--- config.mk ---
export PLATFORM = sky130hd
export DESIGN_NAME = fetch_stage
export DESIGN_NICKNAME = d
export VERILOG_FILES = /design/src/rtl/fetch_stage_pkg.sv /design/src/rtl/fetch_stage_if_id_register.sv /design/src/rtl/fetch_stage.sv
export SDC_FILE = /design/constraint.sdc
export NUM_CORES = 1
export LEC_CHECK = 0
export ABC_AREA = 1
export BUFFER_PORTS_ARGS = -buffer_cell sky130_fd_sc_hd__clkbuf_2
export CAP_MARGIN = 40
export CORE_ASPECT_RATIO = 2
export CORE_MARGIN = 8
export CORE_UTILIZATION = 58
export CTS_BUF_LIST = sky130_fd_sc_hd__clkbuf_8
export DETAILED_ROUTE_END_ITERATION = 6
export PLACE_DENSITY = 0.88
export SLEW_MARGIN = 20
export SYNTH_ARGS = -nofsm -noshare
export SYNTH_HDL_FRONTEND = slang
export SYNTH_SLANG_ARGS = --single-unit
--- constraint.sdc ---
create_clock -name clock -period 6.79 [get_ports clock]
set_input_delay 1.0185 -clock clock [delete_from_list [all_inputs] [get_ports clock]]
set_output_delay 1.0185 -clock clock [all_outputs]
set_load 0.1 [all_outputs]
--- src/rtl/fetch_stage_pkg.sv ---
// Shared types and constants for the instruction-fetch stage.
// XLEN is the datapath width; NOP_INSTR is the bubble word (addi x0,x0,0).
package fetch_stage_pkg;

    localparam int unsigned XLEN = 32;

    localparam logic [XLEN-1:0] NOP_INSTR = 32'h0000_0013;

    typedef enum logic [1:0] {
        StIdle = 2'd0,
        StWait = 2'd1,
        StHold = 2'd2,
        StDrop = 2'd3
    } fetch_state_e;

endpackage

--- src/rtl/fetch_stage_if_id_register.sv ---
// IF/ID pipeline register.
// Update priority, highest first: flush, stall, load, bubble.
module fetch_stage_if_id_register
    import fetch_stage_pkg::*;
#(
    parameter logic [XLEN-1:0] NopInstr = NOP_INSTR
) (
    input  logic            clock,
    input  logic            reset,
    input  logic            flush_i,
    input  logic            stall_i,
    input  logic            load_i,
    input  logic [XLEN-1:0] load_pc_i,
    input  logic [XLEN-1:0] load_instr_i,
    output logic [XLEN-1:0] pc_o,
    output logic [XLEN-1:0] instr_o,
    output logic            valid_o
);

    logic [XLEN-1:0] pc_q, pc_d;
    logic [XLEN-1:0] instr_q, instr_d;
    logic            valid_q, valid_d;

    always_comb begin
        pc_d    = pc_q;
        instr_d = instr_q;
        valid_d = valid_q;
        if (flush_i) begin
            pc_d    = '0;
            instr_d = NopInstr;
            valid_d = 1'b0;
        end else if (!stall_i) begin
            if (load_i) begin
                pc_d    = load_pc_i;
                instr_d = load_instr_i;
                valid_d = 1'b1;
            end else begin
                // Decode consumed the entry and nothing new arrived; pc is left as is.
                instr_d = NopInstr;
                valid_d = 1'b0;
            end
        end
    end

    always_ff @(posedge clock or posedge reset) begin
        if (reset) begin
            pc_q    <= '0;
            instr_q <= NopInstr;
            valid_q <= 1'b0;
        end else begin
            pc_q    <= pc_d;
            instr_q <= instr_d;
            valid_q <= valid_d;
        end
    end

    assign pc_o    = pc_q;
    assign instr_o = instr_q;
    assign valid_o = valid_q;

endmodule

--- src/rtl/fetch_stage.sv ---
// Instruction-fetch stage: single-outstanding imem request, hold buffer for decode
// back-pressure, response-drop after flush and a sticky response-timeout flag.
module fetch_stage
    import fetch_stage_pkg::*;
#(
    parameter logic [XLEN-1:0] NopInstr = NOP_INSTR,
    parameter int unsigned     Timeout  = 64
) (
    input  logic            clock,
    input  logic            reset,
    input  logic [XLEN-1:0] pc_i,
    input  logic            flush_i,
    input  logic            id_stall_i,
    output logic            imem_req_o,
    output logic [XLEN-1:0] imem_addr_o,
    input  logic            imem_valid_i,
    input  logic [XLEN-1:0] imem_rdata_i,
    output logic            fetch_stall_o,
    output logic [XLEN-1:0] if_id_pc_o,
    output logic [XLEN-1:0] if_id_instr_o,
    output logic            if_id_valid_o,
    output logic            fetch_fault_o
);

    localparam int unsigned CntW = $clog2(Timeout + 1);

    fetch_state_e    state_q, state_d;
    logic            req_q, req_d;
    logic [XLEN-1:0] addr_q, addr_d;
    logic [XLEN-1:0] buf_q, buf_d;
    logic [CntW-1:0] cnt_q, cnt_d;
    logic            fault_q, fault_d;

    logic            issue;
    logic            load;
    logic [XLEN-1:0] load_instr;

    always_ff @(posedge clock or posedge reset) begin
        if (reset) begin
            state_q <= StIdle;
        end else begin
            state_q <= state_d;
        end
    end

    always_comb begin
        state_d = state_q;
        unique case (state_q)
            StIdle: if (!flush_i) state_d = StWait;
            StWait: begin
                if (imem_valid_i) begin
                    state_d = (flush_i || !id_stall_i) ? StIdle : StHold;
                end else if (flush_i) begin
                    state_d = StDrop;
                end
            end
            StHold: if (flush_i || !id_stall_i) state_d = StIdle;
            // A flush here is moot: the in-flight word is already condemned.
            StDrop: if (imem_valid_i) state_d = StIdle;
            default: state_d = StIdle;
        endcase
    end

    always_comb begin
        issue      = (state_q == StIdle) && !flush_i;
        load       = !flush_i && !id_stall_i &&
                     (((state_q == StWait) && imem_valid_i) || (state_q == StHold));
        load_instr = (state_q == StHold) ? buf_q : imem_rdata_i;

        req_d  = issue;
        addr_d = issue ? pc_i : addr_q;
        buf_d  = buf_q;
        if ((state_q == StWait) && imem_valid_i && !flush_i && id_stall_i) begin
            buf_d = imem_rdata_i;
        end

        cnt_d = cnt_q;
        if (issue) begin
            cnt_d = '0;
        end else if ((state_q == StWait) && (cnt_q != CntW'(Timeout))) begin
            cnt_d = cnt_q + CntW'(1);
        end
        // Rises on the edge that closes the Timeout-th WAIT cycle.
        fault_d = fault_q | ((state_q == StWait) && (cnt_q >= CntW'(Timeout - 1)));

        fetch_stall_o = (state_q != StIdle);
    end

    always_ff @(posedge clock or posedge reset) begin
        if (reset) begin
            req_q   <= 1'b0;
            addr_q  <= '0;
            buf_q   <= '0;
            cnt_q   <= '0;
            fault_q <= 1'b0;
        end else begin
            req_q   <= req_d;
            addr_q  <= addr_d;
            buf_q   <= buf_d;
            cnt_q   <= cnt_d;
            fault_q <= fault_d;
        end
    end

    assign imem_req_o    = req_q;
    assign imem_addr_o   = addr_q;
    assign fetch_fault_o = fault_q;

    fetch_stage_if_id_register #(
        .NopInstr(NopInstr)
    ) u_if_id (
        .clock       (clock),
        .reset       (reset),
        .flush_i     (flush_i),
        .stall_i     (id_stall_i),
        .load_i      (load),
        .load_pc_i   (addr_q),
        .load_instr_i(load_instr),
        .pc_o        (if_id_pc_o),
        .instr_o     (if_id_instr_o),
        .valid_o     (if_id_valid_o)
    );

endmodule

==> impl_metrics.tcl <==
set metrics [dict create \
    fin_crit_ns 2.653 \
    setup_ws_ns 4.137 \
    routed_wl_mm 14.62 \
    clk-insertion-delay-late_ns 0.43 \
    vias 5077 \
    ys_ff_latch 140 \
    holdCritStartpoint "fetch_fault_o$_DFF_PP0_" \
    skew_ns 0.008276 \
    post-cts-setup-buffers 0 \
    maxSlewHeadroom_pct 46.64 \
    synthToLayoutAreaGrowth_pct 23.75 \
    cts_tree "built" \
    path_cells "inv_2, nor2_2, inv_2, nand2_1, nand2_2, clkinv_4, nand2_1, nand2_1" \
    antenna_found_initial 0 \
    cts_num_sinks 140 \
    track_usage_pct 22.21 \
    syn_avg_cell_area_um2 8.389 \
    synth.yosys.warnings 0 \
    grt_pass1_vias 5117 \
    fmax_mhz 376.9 \
    startpoint_type "flip-flop" \
    via_per_inst 5.032 \
    ir_worst_vdd_uv 465.6 \
    p_leak_nw 4.212 \
    worst_pin_slew_ns 0.7986 \
    port_buffers 168 \
    r2r-start "state_q[1]$_DFFE_PP0P_" \
    hpwl_mm 10.40 \
    antenna_cells 0 \
    worst_path_max_delay_cell "clkinv_4" \
    whs_ns 0.4639 \
    nNetsFinal 933 \
    die_y_um 158.7 \
    hold_viol_final 0 \
    power_mw 3.793 \
    place_ws_ns 3.748 \
    hp-class "flip-flop to flip-flop" \
    io-pin-count 169 \
    antenna_left 0 \
    syn_area_um2 5906 \
    final_cell_count_no_fill 1009 \
    tns_ns 0 \
    dieArea_um2 13860 \
    setup.worst_path.start "state_q[1]$_DFFE_PP0P_" \
    synth_cells 704 \
    multiInputGateArea_um2 2013 \
    grt_first_pass_wirelength_mm 24.54 \
    status "complete, no violations" \
    dp.cells 977 \
    slew_viol_final 0 \
    die_x_um 87.35 \
    core_area_um2 10020 \
    ctsResizeCount 0 \
    drc 0 \
    postLayoutCoreUtil_pct 72.94 \
    overflow 0 \
    cap_viol_max_count 0 \
    fillers 780 \
    dpl_cell_area_um2 6794 \
    drtIter0Drc 205 \
    critPathArrivalTime_ns 2.97 \
    drive_above_1_share_pct 25.17 \
    place_congestion 0.8115 \
    cts_root_buffer "clkbuf_8" \
    critPathMaxStageDelay_ns 0.57 \
    critPathCaptureType "flip-flop" \
    path_class "flip-flop to flip-flop" \
    clockBufferDepth 2 \
    required_ns 7.11 \
    cts.clk_slew.worst_paths_ns 0.08 \
    drt-wirelength-per-cell_um 14.49 \
    rows 52 \
    hold_buffers 0 \
    crit_top_cell "nand2_1" \
    dr.pass1.iters 4 \
    start_util_pct 58.94 \
    period_share_pct 39.08 \
    grt_max_degree 64 \
    design_area_um2 7308 \
    power.density_nw_per_um2 519.0 \
    setup_violations 0 \
    seq_area_um2 3507 \
    synth.distinct_cells 24 \
    rsz0062_at_grt "false" \
    synth_seq_area_share_pct 59.39 \
    synth_nets 775 \
    htree_levels 4 \
    path_max_fanout 61 \
    cts_buffers 17 \
]
[metal layers]
layer | up-vias | GRT usage, % | share of wire, % | routed length, µm
met2 | 174 | 37.65 | 53 | 7756
met5 | - | 0 | 0 | 0
met4 | 0 | 8.129 | 1.5 | 221
li1 | 2494 | - | - | -
met3 | 18 | 6.360 | 6.5 | 956
met1 | 2391 | 25.44 | 39 | 5688
[flip-flops by register name, summed over array words and instances (netlist names)]
signal	cells
imem_req_o	1
u_if_id.instr_o	32
state_q	2
imem_addr_o	32
u_if_id.valid_o	1
fetch_fault_o	1
buf_q	32
cnt_q	7
u_if_id.pc_o	32
[worst max-delay path: cells and delay by family (launching register included)]
family | cells | cell delay (ns)
simple gates | 5 | 1.06
buf+inv | 3 | 1.01
flops | 1 | 0.42
[area by class of cell]
type | instances | share of cell area [%]
well taps | 135 | 2.311
repair buffers | 173 | 12.84
inverters | 49 | 2.654
clock buffers | 18 | 3.390
flip-flops and latches | 140 | 47.99
multi-input cells | 481 | 27.55
clock inverters | 13 | 3.270
[cell families (layout without fill, tap and decap cells)]
family | after synthesis | after routing | share of synthesized area [%]
simple gates | 406 | 406 | 27.25
flops | 140 | 140 | 59.39
buf+inv | 83 | 253 | 6.525
compound gates | 70 | 70 | 5.975
xor+xnor | 3 | 3 | 0.4450
fa+ha+maj | 2 | 2 | 0.4237
[path summary, 6_finish.rpt]
kind / slack [ns] / cells past startpoint / end
worst max-delay path: 4.14 / 8 / u_if_id.pc_o[18]$_DFFE_PP0P_
worst min-delay path: 0.46 / 1 / fetch_fault_o$_DFF_PP0_
worst max register to register: 4.14 / 8 / u_if_id.pc_o[18]$_DFFE_PP0P_
worst min register to register: 0.46 / 1 / fetch_fault_o$_DFF_PP0_
max in group asynchronous: 4.99 / 4 / u_if_id.instr_o[0]$_DFFE_PP1P_
min in group asynchronous: 0.63 / 2 / imem_req_o$_DFF_PP0_
[placed cells by master, fill, tap and decap left out]
| cell | n |
|---|---|
| nand2_1 | 337 |
| clkbuf_2 | 168 |
| dfrtp_1 | 137 |
| o21ai_0 | 59 |
| inv_1 | 42 |
| nand3_1 | 42 |
| nor2_1 | 20 |
| clkbuf_8 | 18 |
| o21ai_1 | 8 |
| bufinv_16 | 6 |
| inv_2 | 5 |
| clkinv_4 | 4 |
| nor2_4 | 3 |
| xor2_1 | 3 |
| inv_6 | 3 |
| dfstp_2 | 3 |
| nand2_2 | 2 |
| a21oi_1 | 2 |
| ha_1 | 2 |
| clkinvlp_4 | 2 |
| buf_16 | 2 |
| nor2_2 | 1 |
| a21o_1 | 1 |
| nand4_1 | 1 |
| buf_12 | 1 |
| buf_8 | 1 |
| buf_4 | 1 |
[synthesized netlist by cell type]
cell type    n  share of area [%]
inv_2        5               0.32
ha_1         2               0.42
buf_4        3               0.38
clkbuf_1    12               0.76
nor2_4       3               0.57
nor2_2       1               0.11
o21ai_1      8               0.68
xor2_1       3               0.44
buf_2        8               0.68
buf_6        6                1.1
a21o_1       1               0.13
nand2_1    337                 21
clkinv_4     1               0.15
dfrtp_1    137                 58
nand2_2      2               0.21
nor2_1      20                1.3
a21oi_1      2               0.17
nand3_1     42                3.6
inv_1       43                2.7
nand4_1      1               0.11
buf_1        3               0.19
dfstp_2      3                1.3
o21ai_0     59                5.0
clkbuf_2     2               0.17
[power by group]
| part | total [mW] | internal [mW] | switching (mW) | leakage (nW) |
|---|---|---|---|---|
| Clock | 0.808 | 0.486 | 0.322 | 0.236 |
| Sequential | 1.24 | 1.09 | 0.156 | 1.81 |
| Combinational | 1.74 | 0.256 | 1.48 | 2.16 |
(Power assumes the default switching activity.)
